File: config.mk
export PLATFORM = sky130hd
export DESIGN_NAME = stdp_pair
export DESIGN_NICKNAME = d
export VERILOG_FILES = /design/src/rtl/stdp_pkg.sv /design/src/rtl/lif_neuron.sv /design/src/rtl/stdp_pair.sv
export SDC_FILE = /design/constraint.sdc
export NUM_CORES = 1
export LEC_CHECK = 0
export BUFFER_PORTS_ARGS = -buffer_cell sky130_fd_sc_hd__clkbuf_2
export CORE_ASPECT_RATIO = 0.8
export CORE_MARGIN = 4
export CORE_UTILIZATION = 65
export DETAILED_ROUTE_END_ITERATION = 16
export PLACE_DENSITY_LB_ADDON = 0.3
export SLEW_MARGIN = 25
export SYNTH_ARGS = -nofsm -noshare
export SYNTH_HDL_FRONTEND = slang
export SYNTH_SLANG_ARGS = --single-unit
File: constraint.sdc
create_clock -name clk -period 10.6 [get_ports clk]
set_input_delay 1.59 -clock clk [delete_from_list [all_inputs] [get_ports clk]]
set_output_delay 1.59 -clock clk [all_outputs]
set_load 0.1 [all_outputs]
File: src/rtl/stdp_pkg.sv
// Shared defaults and saturating arithmetic for the STDP neuron pair.
// The helpers work on 32-bit operands, so W and WW must not exceed 32.
package stdp_pkg;

    localparam int W_DEF          = 8;
    localparam int THRESHOLD_DEF  = 200;
    localparam int LEAK_SHIFT_DEF = 3;
    localparam int REFRAC_DEF     = 2;
    localparam int WW_DEF         = 8;
    localparam int W_INIT_DEF     = 64;
    localparam int WMAX_DEF       = 255;
    localparam int A_LTP_DEF      = 16;
    localparam int A_LTD_DEF      = 12;
    localparam int WINDOW_DEF     = 32;
    localparam int TAU_SHIFT_DEF  = 2;

    function automatic int dt_width(input int window);
        return $clog2(window + 1);
    endfunction

    function automatic logic [31:0] sat_add(input logic [31:0] a,
                                            input logic [31:0] b,
                                            input logic [31:0] limit);
        logic [32:0] s;
        s = {1'b0, a} + {1'b0, b};
        return (s > {1'b0, limit}) ? limit : s[31:0];
    endfunction

    function automatic logic [31:0] sat_sub(input logic [31:0] a,
                                            input logic [31:0] b);
        return (a > b) ? (a - b) : 32'd0;
    endfunction

endpackage

File: src/rtl/lif_neuron.sv
// Leaky integrate-and-fire neuron with refractory period and registered spike.
// fire_o is the next-state spike, so timers can be loaded on the spiking edge.
module lif_neuron
    import stdp_pkg::*;
#(
    parameter int W          = W_DEF,
    parameter int THRESHOLD  = THRESHOLD_DEF,
    parameter int LEAK_SHIFT = LEAK_SHIFT_DEF,
    parameter int REFRAC     = REFRAC_DEF
) (
    input  logic         clk,
    input  logic         rst,
    input  logic [W-1:0] cur_i,
    output logic         fire_o,
    output logic         spike_o,
    output logic [W-1:0] state_o
);

    localparam int          RW        = $clog2(REFRAC + 2);
    localparam logic [31:0] STATE_MAX = 32'((64'd1 << W) - 64'd1);

    logic [W-1:0]  state_q, state_d, sum;
    logic [RW-1:0] refrac_q, refrac_d;
    logic          spike_q, spike_d;

    always_comb begin
        sum      = W'(sat_add(32'(state_q - (state_q >> LEAK_SHIFT)), 32'(cur_i), STATE_MAX));
        state_d  = sum;
        refrac_d = refrac_q;
        spike_d  = 1'b0;
        if (refrac_q != '0) begin
            state_d  = '0;
            refrac_d = refrac_q - RW'(1);
        end else if (32'(sum) >= 32'(THRESHOLD)) begin
            spike_d  = 1'b1;
            state_d  = '0;
            refrac_d = RW'(REFRAC);
        end
    end

    always_ff @(posedge clk or posedge rst) begin
        if (rst) begin
            state_q  <= '0;
            refrac_q <= '0;
            spike_q  <= 1'b0;
        end else begin
            state_q  <= state_d;
            refrac_q <= refrac_d;
            spike_q  <= spike_d;
        end
    end

    assign fire_o  = spike_d;
    assign spike_o = spike_q;
    assign state_o = state_q;

endmodule

File: src/rtl/stdp_pair.sv
// Pre/post LIF neuron pair joined by one plastic synapse with STDP learning.
// Learning looks at the registered spikes and the timer values from before the edge.
module stdp_pair
    import stdp_pkg::*;
#(
    parameter int W          = W_DEF,
    parameter int THRESHOLD  = THRESHOLD_DEF,
    parameter int LEAK_SHIFT = LEAK_SHIFT_DEF,
    parameter int REFRAC     = REFRAC_DEF,
    parameter int WW         = WW_DEF,
    parameter int W_INIT     = W_INIT_DEF,
    parameter int WMAX       = WMAX_DEF,
    parameter int A_LTP      = A_LTP_DEF,
    parameter int A_LTD      = A_LTD_DEF,
    parameter int WINDOW     = WINDOW_DEF,
    parameter int TAU_SHIFT  = TAU_SHIFT_DEF
) (
    input  logic          clk,
    input  logic          rst,
    input  logic [W-1:0]  cur_pre,
    input  logic [W-1:0]  cur_post,
    input  logic          learn_en,
    output logic          spike_pre,
    output logic          spike_post,
    output logic [W-1:0]  state_pre,
    output logic [W-1:0]  state_post,
    output logic [WW-1:0] weight,
    output logic          ltp,
    output logic          ltd
);

    localparam int              DT_W   = dt_width(WINDOW);
    localparam logic [DT_W-1:0] DT_SAT = DT_W'(WINDOW);
    localparam logic [31:0]     CUR_MAX = 32'((64'd1 << W) - 64'd1);

    logic [W-1:0]    cur_post_eff;
    logic            fire_pre, fire_post;
    logic [DT_W-1:0] dt_pre_q, dt_pre_d, dt_post_q, dt_post_d;
    logic [WW-1:0]   weight_q, weight_d;
    logic [31:0]     ltp_step, ltd_step;
    logic            ltp_q, ltp_d, ltd_q, ltd_d;

    // Registered pre spike gates the weight, giving one cycle of pre-to-post latency.
    assign cur_post_eff = W'(sat_add(32'(cur_post), spike_pre ? 32'(weight_q) : 32'd0, CUR_MAX));

    lif_neuron #(
        .W(W), .THRESHOLD(THRESHOLD), .LEAK_SHIFT(LEAK_SHIFT), .REFRAC(REFRAC)
    ) u_pre (
        .clk(clk), .rst(rst), .cur_i(cur_pre),
        .fire_o(fire_pre), .spike_o(spike_pre), .state_o(state_pre)
    );

    lif_neuron #(
        .W(W), .THRESHOLD(THRESHOLD), .LEAK_SHIFT(LEAK_SHIFT), .REFRAC(REFRAC)
    ) u_post (
        .clk(clk), .rst(rst), .cur_i(cur_post_eff),
        .fire_o(fire_post), .spike_o(spike_post), .state_o(state_post)
    );

    always_comb begin
        dt_pre_d  = fire_pre  ? '0 : ((dt_pre_q  == DT_SAT) ? DT_SAT : dt_pre_q  + DT_W'(1));
        dt_post_d = fire_post ? '0 : ((dt_post_q == DT_SAT) ? DT_SAT : dt_post_q + DT_W'(1));
        ltp_step  = 32'(A_LTP) >> (dt_pre_q  >> TAU_SHIFT);
        ltd_step  = 32'(A_LTD) >> (dt_post_q >> TAU_SHIFT);
        weight_d  = weight_q;
        ltp_d     = 1'b0;
        ltd_d     = 1'b0;
        // Coincident spikes fall through both branches and leave the weight alone.
        if (learn_en && spike_post && !spike_pre && (dt_pre_q < DT_SAT)) begin
            weight_d = WW'(sat_add(32'(weight_q), ltp_step, 32'(WMAX)));
            ltp_d    = 1'b1;
        end else if (learn_en && spike_pre && !spike_post && (dt_post_q < DT_SAT)) begin
            weight_d = WW'(sat_sub(32'(weight_q), ltd_step));
            ltd_d    = 1'b1;
        end
    end

    always_ff @(posedge clk or posedge rst) begin
        if (rst) begin
            dt_pre_q  <= DT_SAT;
            dt_post_q <= DT_SAT;
            weight_q  <= WW'(W_INIT);
            ltp_q     <= 1'b0;
            ltd_q     <= 1'b0;
        end else begin
            dt_pre_q  <= dt_pre_d;
            dt_post_q <= dt_post_d;
            weight_q  <= weight_d;
            ltp_q     <= ltp_d;
            ltd_q     <= ltd_d;
        end
    end

    assign weight = weight_q;
    assign ltp    = ltp_q;
    assign ltd    = ltd_q;

endmodule

==> metrics.md, run 1 <==
| Metric | Value |
|---|---|
| Routability cong. | 0.868 |
| Cell Chain, Critical Path | clkbuf_2 > ha_1 > fa_1 > a21o_1 > a21oi_1 > o21bai_1 > a21oi_1 > nor2_1 > a211oi_2 > nand2_1 > ha_1 > o21ai_0 > o211ai_1 > and3_1 > o21ai_0 > ha_1 > nor4bb_1 > and3_1 > nand4_1 > a31oi_1 > nand3_1 > mux2_1 |
| Synth Area in XOR/XNOR | 0.0874 |
| GR Overflow Total | 0 |
| Crit end category | flip-flop |
| Post-synth top cells | ha_1, nor2_1, inv_1 |
| Asr flop ratio synth | 1.00 |
| DRC viols | 0 |
| CTS tree | done |
| VDD IR max | 0.305 mV |
| Most frequent cell on the critical path | ha_1 |
| Post-synth net total | 572 |
| RSZ-0062 raised after global routing | false |
| Yosys warns | 0 |
| Fin. Hold Viols | 0 |
| Cell count after synthesis | around 480 |
| Crit start category | input pin |
| Largest family of logic cells by synthesized area | adder cells |
| Sink Count | 44 |
| Compound-Gate Fraction of Synth Area | 0.158 |
| Total die area | 7830 sq um |
| Sequential share of the synthesized area | 0.263 |
| Power per cell area | between 200 and 250 nW/um^2 |
| Mapped Area | 4210 sq um |
| CP max-delay cell | a211oi_2 |
| Vias in the first global route | 3403 |
| Reg clk slew, reported paths | 0.09 ns |
| # rows | 25 |
| Final nets | 621 |
| Fin crit period | 6.54 ns |
| Met1 WL | about 4 mm |
| Worst-Margin Slew | 1.01 ns |
| Drt wl/cell | 14.8 um |
| Status | finished, final reports clean |
| Fmax | ~150 MHz |
| EDFF count, synth | 0 |
| Clock root buffer | clkbuf_8 |
| Family with the most delay on the worst path | compound AO/OA/AOI/OAI gates |
| Hpwl dp | 7.32 mm |
| Rel. slew slack | 0.323 |
| WP buf/inv | 1 |
| Clock skew | 0.0119 ns |
| Final setup fails | 0 |
| Mux contribution to synthesized area | 0.0110 |
| P_leak | 2.34 nW |
| Top Metal Used | met4 |
| Post-cts hold buffer count | 0 |
| Vias per inst | 5.79 |
| Finished Cell Area | ~4600 sq um |
| Port Buffers | 46 |
| Pin count of the biggest net entering global routing | 45 |
| Die extent in x | just under 100 um |
| Num CTS Buffers | 5 |
| Total Power | 0.00110 W |
| Yosys cell types | 61 |
| Final worst-path cycle share | 0.617 |
| Antenna violation net count after detailed routing | 0 |
| Antenna violations before repair | 0 |
| Critical path class | input pin to flip-flop |
| Crit-path max FO | 9 |
| Floorplan core area | 6100 sq um |
| ANT cells | 0 |
| Yosys top cell by area | dfrtp_1 |
| Met2 routed WL | 4.48 mm |
| Clk_lat worst skew | 0.30 ns |
| Post-Synth Simple-Gate Area | 0.198 |
| #FFs+latches synth | 44 |
| Die extent in y | 80.0 um |
| Share of post-route cells with drive strength above 1 | 0.121 |
| Post-synthesis average cell area | slightly below 9 sq um |
| Post-Synth Adder-Cell Area | 0.239 |
| Ranking of synthesized cells by area | dfrtp_1, ha_1, xnor2_1 |
| Cell with the most instances after synthesis | ha_1 |
| Routed WL | 8.98 mm |
| First-pass GRT wire length | 15.4 mm |
| First-pass iteration count of the detailed router | 5 |
| Slew Viols, Final | 0 |
| Hold Path Class | flip-flop to flip-flop |
| Starting DRT DRC Count | 109 |
| Post-synth top area share | 0.244 |
| H-Tree Depth | 2 |
| Area grow syn2layout | 10.1% |
| Post-CTS sizing | 0 |
| Setup TNS | 0 ns |
| DP Area | 4520 sq um |
| Setup Fix Bufs, Post-CTS | 0 |
| Synth Flop Type | dfrtp_1 |
| Largest stage delay, worst path | 0.47 ns |
| Crit path DAT | 6.73 ns |
| WP data required | 10.79 ns |
| Starting Density | 0.690 |
| Met3 wire length | 364 um |
| GRT Total Usage | 0.239 |
| Via Count | 3522 |
| Longest Clk Path Bufs | 2 |
| # IOs | 47 |
| Number of max-cap violations | 0 |
| Worst hold slack | 0.503 ns |
[layout make-up]
| type | instances | area (sq um) |
|---|---|---|
| Sequential cell | 44 | 1100 |
| Tap cell | 81 | 101 |
| Inverter | 42 | 158 |
| Fill cell | 462 | 1470 |
| Timing Repair Buffer | 48 | 245 |
| Clock inverter | 1 | 30.0 |
| Clock buffer | 7 | 76.3 |
| Multi-Input combinational cell | 385 | 2910 |
[registers in the layout, indices dropped and copies added (netlist names)]
| name | flops |
|---|---|
| ltp | 1 |
| u_post.state_o | 8 |
| u_post.refrac_q | 2 |
| dt_pre_q | 6 |
| u_pre.refrac_q | 2 |
| dt_post_q | 6 |
| u_pre.spike_o | 1 |
| ltd | 1 |
| u_post.spike_o | 1 |
| u_pre.state_o | 8 |
| weight | 8 |
[metal layers]
layer | vias to the layer above | global-route usage
met5 | - | 0
met4 | 0 | 0.0484
met3 | 9 | 0.0393
met2 | 74 | 0.416
met1 | 1670 | 0.317
li1 | 1769 | -
[final timing paths]
kind / cells past startpoint / from / endpoint / slack, ns
setup / recovery: 22 / cur_post[0] / u_post.refrac_q[0]$_DFFE_PP0P_ / 4.06
hold / removal: 1 / dt_post_q[0]$_DFF_PP0_ / dt_post_q[0]$_DFF_PP0_ / 0.50
setup reg to reg: 22 / u_pre.spike_o$_DFF_PP0_ / u_post.refrac_q[0]$_DFFE_PP0P_ / 4.78
hold reg to reg: 1 / dt_post_q[0]$_DFF_PP0_ / dt_post_q[0]$_DFF_PP0_ / 0.50
max in group asynchronous: 3 / rst / u_post.state_o[3]$_DFF_PP0_ / 8.80
min in group asynchronous: 3 / rst / u_pre.refrac_q[1]$_DFFE_PP0P_ / 1.41
[worst register-to-register path, stage by stage (launching register included)]
cell and delay (ns):
dfrtp_1 0.48, and2_1 0.20, ha_1 0.20, fa_1 0.41, a21o_1 0.18, a21oi_1 0.22
o21bai_1 0.10, a21oi_1 0.22, nor2_1 0.08, a211oi_2 0.47, nand2_1 0.13, ha_1 0.39
o21ai_0 0.14, o211ai_1 0.28, and3_1 0.28, o21ai_0 0.10, ha_1 0.33, nor4bb_1 0.25
and3_1 0.19, nand4_1 0.08, a31oi_1 0.27, nand3_1 0.32, mux2_1 0.40
[kinds of logic (layout without fill, tap and decap cells)]
family	after synthesis	after routing
compound gates	100	100
simple gates	163	163
mux	4	4
fa+ha+maj	76	76
xor+xnor	42	42
buf+inv	48	98
flops	44	44
[power breakdown]
part	internal (W)	total, W	leakage [nW]	switching (W)
Sequential	0.000216	0.000277	0.579	0.0000610
Combinational	0.000254	0.000694	1.71	0.000440
Clock	0.0000706	0.000127	0.0524	0.0000567
Total	0.000540	0.00110	2.34	0.000558
[cell usage in the layout (no fill, tap or decap), types with 4 or more instances in the layout]
cell and n:
ha_1 69, nor2_1 49, clkbuf_2 46, inv_1 41
dfrtp_1 41, nand2_1 40, xnor2_1 26, o21ai_0 22
a21oi_1 21, a21o_1 18, xor2_1 16, nor2b_1 8
o211ai_1 8, and2_1 8, nor3_1 7, nand3_1 7
fa_1 7, nor4_1 5, o21bai_1 5, nand2b_1 5
or3_1 5, clkbuf_8 5, and3_1 4, a211oi_1 4
[per-stage QoR]
| stage | instances | utilization | worst slack (ns) |
|---|---|---|---|
| after floorplan | 477 | - | 4.51 |
| after global placement | 600 | 0.742 | 4.08 |
| after detailed placement | 600 | 0.742 | 3.78 |
| after CTS | 608 | 0.759 | 4.07 |
| after global routing | 608 | 0.759 | 3.55 |
| final | 608 | 0.759 | 4.06 |
No activity file was read; power rests on OpenSTA's default activity.
==> run 2: changes to the inputs <==
Settings changed: ABC_AREA from default to 1, CORE_UTILIZATION 65 to 55.
Clock period 10.6 ns to 5.8 ns, I/O delays scaled along.
==> run 2 against run 1 <==
Net effect: synthesized cell count rose by 24%; die area rose by 25%; clock skew fell by 0.0043 ns; largest power group unchanged; critical endpoint is now u_post.state_o[1]$_DFF_PP0_.
==> metrics.md, run 2 <==
| Metric | Value |
|---|---|
| Crit-path max FO | 11 |
| Fin crit period | 5.17 ns |
| Final worst-path cycle share | 0.892 |
| Starting DRT DRC Count | approximately 150 |
| Mapped Area | 4540 sq um |
| Top Usage Layer GRT | met2 |
| Yosys warns | 0 |
| Longest Clk Path Bufs | 2 |
| Share of post-route cells with drive strength above 1 | 0.160 |
| Hpwl dp | 7.89 mm |
| DRC viols | 0 |
| Hold Path Class | flip-flop to flip-flop |
| Die extent in x | 110 um |
| # IOs | 47 |
| Crit start category | flip-flop |
| Clock skew | 0.00751 ns |
| Reg clk slew, reported paths | ~0.09 ns |
| Fill cell count | 699 |
| Fmax | 193 MHz |
| Post-synth top area share | 0.226 |
| Floorplan core area | 7980 sq um |
| Die extent in y | 89.3 um |
| Worst-Margin Slew | 0.754 ns |
| Vias per inst | 5.16 |
| Area grow syn2layout | 10.5% |
| Starting Density | 0.569 |
| Routed WL | 9.63 mm |
| Met2 Use GR | 0.351 |
| Drt wl/cell | 12.8 um |
| Placed cell count | between 700 and 800 |
| Ranking of synthesized cells by area | dfrtp_1, ha_1, inv_1 |
| Vias in the first global route | 3694 |
| Post-synthesis average cell area | roughly 7.7 sq um |
| Pin count of the biggest net entering global routing | 45 |
| Met3 Usage GRT | 0.0253 |
| Number of max-cap violations | 0 |
| Sink Count | 44 |
| Asr flop ratio synth | 1.00 |
| Final setup fails | 0 |
| Port Buffers | 46 |
| Most common cell after layout, fill and taps aside | inv_1 |
| # rows | 29 |
| Rel. slew slack | 0.497 |
| Clock root buffer | clkbuf_8 |
| Met1 usage | 0.276 |
| Antenna violations before repair | 0 |
| Total Power | ~0.0026 W |
| #FFs+latches synth | 44 |
| Post-CTS sizing | 0 |
| Crit end category | flip-flop |
| Antenna violation net count after detailed routing | 0 |
| Slew Viols, Final | 0 |
| Total die area | 9790 sq um |
| Most frequent cell on the critical path | nand2_1 |
| Worst hold slack | ~0.54 ns |
| Multi-input gate area | 2990 sq um |
| Final non-filler cell total | 751 |
| Largest stage delay, worst path | between 0.5 and 0.6 ns |
| Cell count after synthesis | 591 |
| Yosys cell types | 45 |
| CP max-delay cell | dfrtp_1 |
| Clk_lat worst skew | between 0.3 and 0.4 ns |
| Cell with the most instances after synthesis | inv_1 |
| Via Count | between 3000 and 4000 |
| ANT cells | 0 |
| GRT Total Usage | 0.206 |
| Num CTS Buffers | 5 |
| Synth Flop Type | dfrtp_1 |
| H-Tree Depth | 2 |
| Fin. Hold Viols | 0 |
| VDD IR max | about 0.28 mV |
| Final nets | 737 |
| Setup TNS | 0 ns |
| Critical path class | flip-flop to flip-flop |
| Routability cong. | between 0.9 and 1 |
| EDFF count, synth | 0 |
| P_leak | 2.89 nW |
| Setup Fix Bufs, Post-CTS | 0 |
| First-pass iteration count of the detailed router | 4 |
| RSZ-0062 raised after global routing | false |
| Post-cts hold buffer count | 0 |
| Post-synth net total | ~700 |
| Register Area | approximately 1100 sq um |
| CTS tree | done |
| Status | finished, final reports clean |
| Commonest non-fill, non-tap cells in the layout | inv_1, nand2_1, ha_1, clkbuf_2 |
| First-pass GRT wire length | between 15 and 20 mm |
| Power per cell area | 519 nW/um^2 |
| WP data required | 6.04 ns |
| Sequential share of the synthesized area | 0.243 |
| Yosys top cell by area | dfrtp_1 |
| GR Overflow Total | 0 |
| Crit path DAT | 5.41 ns |
| Post-synth top cells | inv_1, nand2_1, ha_1 |
-- run 2: cell count changes after synthesis, sizes merged, moves of 8 or more --
cell,delta
inv,+74
nand2,+74
nand3,+33
a21o,-16
xnor2,-14
a21oi,+13
xor2,+10
nor2b,-8
-- run 2: stage by stage --
step            util  worst slack [ns]  cell area (sq um)
2_1_floorplan      -             0.542               4540
3_3_place_gp   0.613             0.560               4900
3_5_place_dp   0.613             0.273               4900
4_1_cts        0.628             0.524               5010
5_1_grt        0.629             0.204               5020
6_report       0.629             0.626               5020
-- run 2: area by class of cell --
cell class,instances,area share
clock inverter,3,0.00922
tap,108,0.0269
sequential,44,0.220
clock buffer,5,0.0137
timing repair buffer,47,0.0474
multi-input combinational,428,0.596
inverter,116,0.0870
-- run 2: final timing paths --
path,startpoint,cells after the start,to,slack [ns]
worst min-delay path,u_pre.refrac_q[0]$_DFFE_PP0P_,2,u_pre.refrac_q[0]$_DFFE_PP0P_,0.54
min in group asynchronous,rst,2,weight[1]$_DFFE_PP0P_,0.64
worst min register to register,u_pre.refrac_q[0]$_DFFE_PP0P_,2,u_pre.refrac_q[0]$_DFFE_PP0P_,0.54
worst max-delay path,u_pre.spike_o$_DFF_PP0_,31,u_post.state_o[1]$_DFF_PP0_,0.63
worst max register to register,u_pre.spike_o$_DFF_PP0_,31,u_post.state_o[1]$_DFF_PP0_,0.63
max in group asynchronous,rst,2,u_post.refrac_q[0]$_DFFE_PP0P_,4.71
-- run 2: routing by layer --
metal  part of all wire  routed length [um]
met5                  0                   0
met4              0.012                 117
met3              0.035                 334
met2               0.48                4660
met1               0.47                4520
-- run 2: where the power goes --
group	total [W]	leakage [nW]	internal, W	switching [W]
Clock	0.000250	0.0548	0.000130	0.000120
Combinational	0.00186	2.26	0.000591	0.00127
Sequential	0.000497	0.578	0.000403	0.0000938
-- run 2: critical path: cells and delay by family (launching register included) --
family / cells / cell delay, ns
buffers and inverters: 4 / 0.25
AO/OA/AOI/OAI: 5 / 0.80
AND/OR/NAND/NOR: 17 / 2.25
adder cells (fa/ha/maj): 5 / 1.27
flip-flops: 1 / 0.53
-- run 2: cells by family after synthesis --
group                      Yosys count  synth area share
and+or+nand+nor                    236             0.253
buffers and inverters              119             0.100
xor gates and xnor gates            38            0.0749
AOI/OAI and AO/OA                   78             0.108
DFF                                 44             0.243
adders and majority gates           76             0.221
==> run 3: changes to the inputs <==
Settings changed: REMOVE_ABC_BUFFERS from default to 1.
==> run 3 against run 2 <==
Net effect: register-to-register slack improved by 0.12 ns; final cell count unchanged; via count decreased by 0.52%; core utilization about the same; combinational power about the same; non-clock buffer count unchanged; clock power about the same; sequential share of layout area about the same; largest power group unchanged; critical path type unchanged; global-route usage increased by 0.65 points; worst setup slack improved by 0.12 ns; largest cell class unchanged; first-iteration DRC count increased by 2.6%; total power about the same; highest routed layer unchanged.
==> metrics.md, run 3 (synthesis results as in run 2) <==
| Metric | Value |
|---|---|
| Pint | 0.00112 W |
| Hold EP | u_pre.refrac_q[0]$_DFFE_PP0P_ |
| Flop pwr share | 0.191 |
| R2R setup slack | 0.75 ns |
| Final worst-path cycle share | 0.871 |
| GRT Total Usage | 0.213 |
| Util after Layout | 0.629 |
| Fin. Hold Viols | 0 |
| H-Tree Depth | 2 |
| Via Count | 3855 |
| Vias in the first global route | between 3000 and 4000 |
| CTS tree | done |
| Clock root buffer | clkbuf_8 |
| Total Power | approximately 0.0026 W |
| Fin crit period | 5.05 ns |
| Total die area | 9790 sq um |
| RSZ-0062 raised after global routing | false |
| CP max-delay cell | dfrtp_1 |
| Final setup fails | 0 |
| P_leak | between 2 and 3 nW |
| Reg clk slew, reported paths | 0.09 ns |
| Fmax | 198 MHz |
| Number of max-cap violations | 0 |
| Hold_sp | u_pre.refrac_q[0]$_DFFE_PP0P_ |
| Antenna violation net count after detailed routing | 0 |
| Crit path DAT | roughly 5.3 ns |
| DRC viols | 0 |
| Crit-path max FO | 11 |
| # rows | 29 |
| Die extent in y | just under 90 um |
| Crit start category | flip-flop |
| Post-cts hold buffer count | 0 |
| Vias per inst | 5.13 |
| Power per cell area | ~520 nW/um^2 |
| Num CTS Buffers | 5 |
| Routed WL | ~9.5 mm |
| Sink Count | 44 |
| Clock skew | 0.00745 ns |
| Pin count of the biggest net entering global routing | 45 |
| First-pass GRT wire length | 16.7 mm |
| Commonest non-fill, non-tap cells in the layout | inv_1, nand2_1, ha_1, clkbuf_2 |
| Starting Density | 0.569 |
| Most common cell after layout, fill and taps aside | inv_1 |
| Starting DRT DRC Count | 155 |
| Routability cong. | 0.925 |
| Antenna violations before repair | 0 |
| R2R Path Start | u_pre.spike_o$_DFF_PP0_ |
| RR Endpoint | u_post.state_o[5]$_DFF_PP0_ |
| Setup TNS | 0 ns |
| Status | finished, final reports clean |
| R2R cell count | 31 |
| Port Buffers | between 40 and 50 |
| WP data required | 6.02 ns |
| Drt wl/cell | about 13 um |
| Final nets | between 700 and 800 |
| Hpwl dp | 7.80 mm |
| Worst Setup SP | u_pre.spike_o$_DFF_PP0_ |
| Rel. slew slack | 0.487 |
| # IOs | 47 |
| Sw Pwr | 0.00148 W |
| Largest stage delay, worst path | 0.52 ns |
| Worst hold slack | 0.523 ns |
| First-pass iteration count of the detailed router | 5 |
| GR Overflow Total | 0 |
| Share of post-route cells with drive strength above 1 | 0.160 |
| Worst-Margin Slew | just under 0.8 ns |
| Floorplan core area | 7980 sq um |
| Longest Clk Path Bufs | 2 |
| Most frequent cell on the critical path | nand2_1 |
| Area grow syn2layout | 10.5% |
| Combinational share of power | 0.714 |
| Setup Fix Bufs, Post-CTS | 0 |
| Crit end category | flip-flop |
| Hold Path Class | flip-flop to flip-flop |
| Clk_lat worst skew | 0.31 ns |
| Slew Viols, Final | 0 |
| VDD IR max | about 0.4 mV |
| Worst hold path depth | 2 |
| Critical path class | flip-flop to flip-flop |
| ANT cells | 0 |
| Sw Ratio | 0.569 |
| Clock power share | 0.095 |
| Die extent in x | around 110 um |
run 3: per-stage QoR:
| step | area, sq um | instances | worst slack, ns |
|---|---|---|---|
| 6_report | 5020 | 751 | 0.747 |
| 5_1_grt | 5020 | 751 | 0.121 |
| 4_1_cts | 5010 | 751 | 0.578 |
| 3_5_place_dp | 4900 | 743 | 0.308 |
| 3_3_place_gp | 4900 | 743 | 0.559 |
| 2_1_floorplan | 4520 | 588 | 0.714 |
run 3: worst max-delay path: cells and delay by family (launching register included):
family,cells,cell delay [ns]
buf+inv,4,0.25
flops,1,0.52
compound gates,6,0.95
fa+ha+maj,4,1.08
simple gates,17,2.16
run 3: cell type report:
cell class	count	area, sq um
multi-input combinational	428	2990
fill	704	2960
sequential	44	1100
inverter	116	437
timing repair buffer	47	238
tap	108	135
clock buffer	5	68.8
clock inverter	3	47.5
run 3: worst max-delay path by stage:
stage                                          end  slack, ns
finish                 u_post.state_o[5]$_DFF_PP0_       0.75
CTS                    u_post.state_o[5]$_DFF_PP0_       0.58
global placement    u_post.refrac_q[1]$_DFFE_PP0P_       0.56
detailed placement     u_post.state_o[5]$_DFF_PP0_       0.31
global route           u_post.state_o[5]$_DFF_PP0_       0.12
floorplan           u_post.refrac_q[0]$_DFFE_PP0P_       0.71
run 3: what timing repair did:
item / CTS / global route
setup endpoints to repair: 0 / 10
endpoints found under the hold margin: 0 / 0
gates resized for setup: 0 / 1
run 3: power by group through the flow:
stage | sequential, W | clock, W | combinational (W)
after detailed placement | 0.000502 | 0 | 0.00184
after CTS | 0.000496 | 0.000253 | 0.00185
after global routing | 0.000512 | 0.000269 | 0.00209
final | 0.000496 | 0.000248 | 0.00186
after floorplan | 0.000733 | 0 | 0.00126
after global placement | 0.000497 | 0 | 0.00179
run 3: per-layer routing:
layer,track usage,vias to the layer above,wire length [um]
met4,0.0521,0,108
met1,0.295,1774,4740
li1,-,2010,-
met3,0.0253,11,310
met5,0,-,0
met2,0.356,60,4310
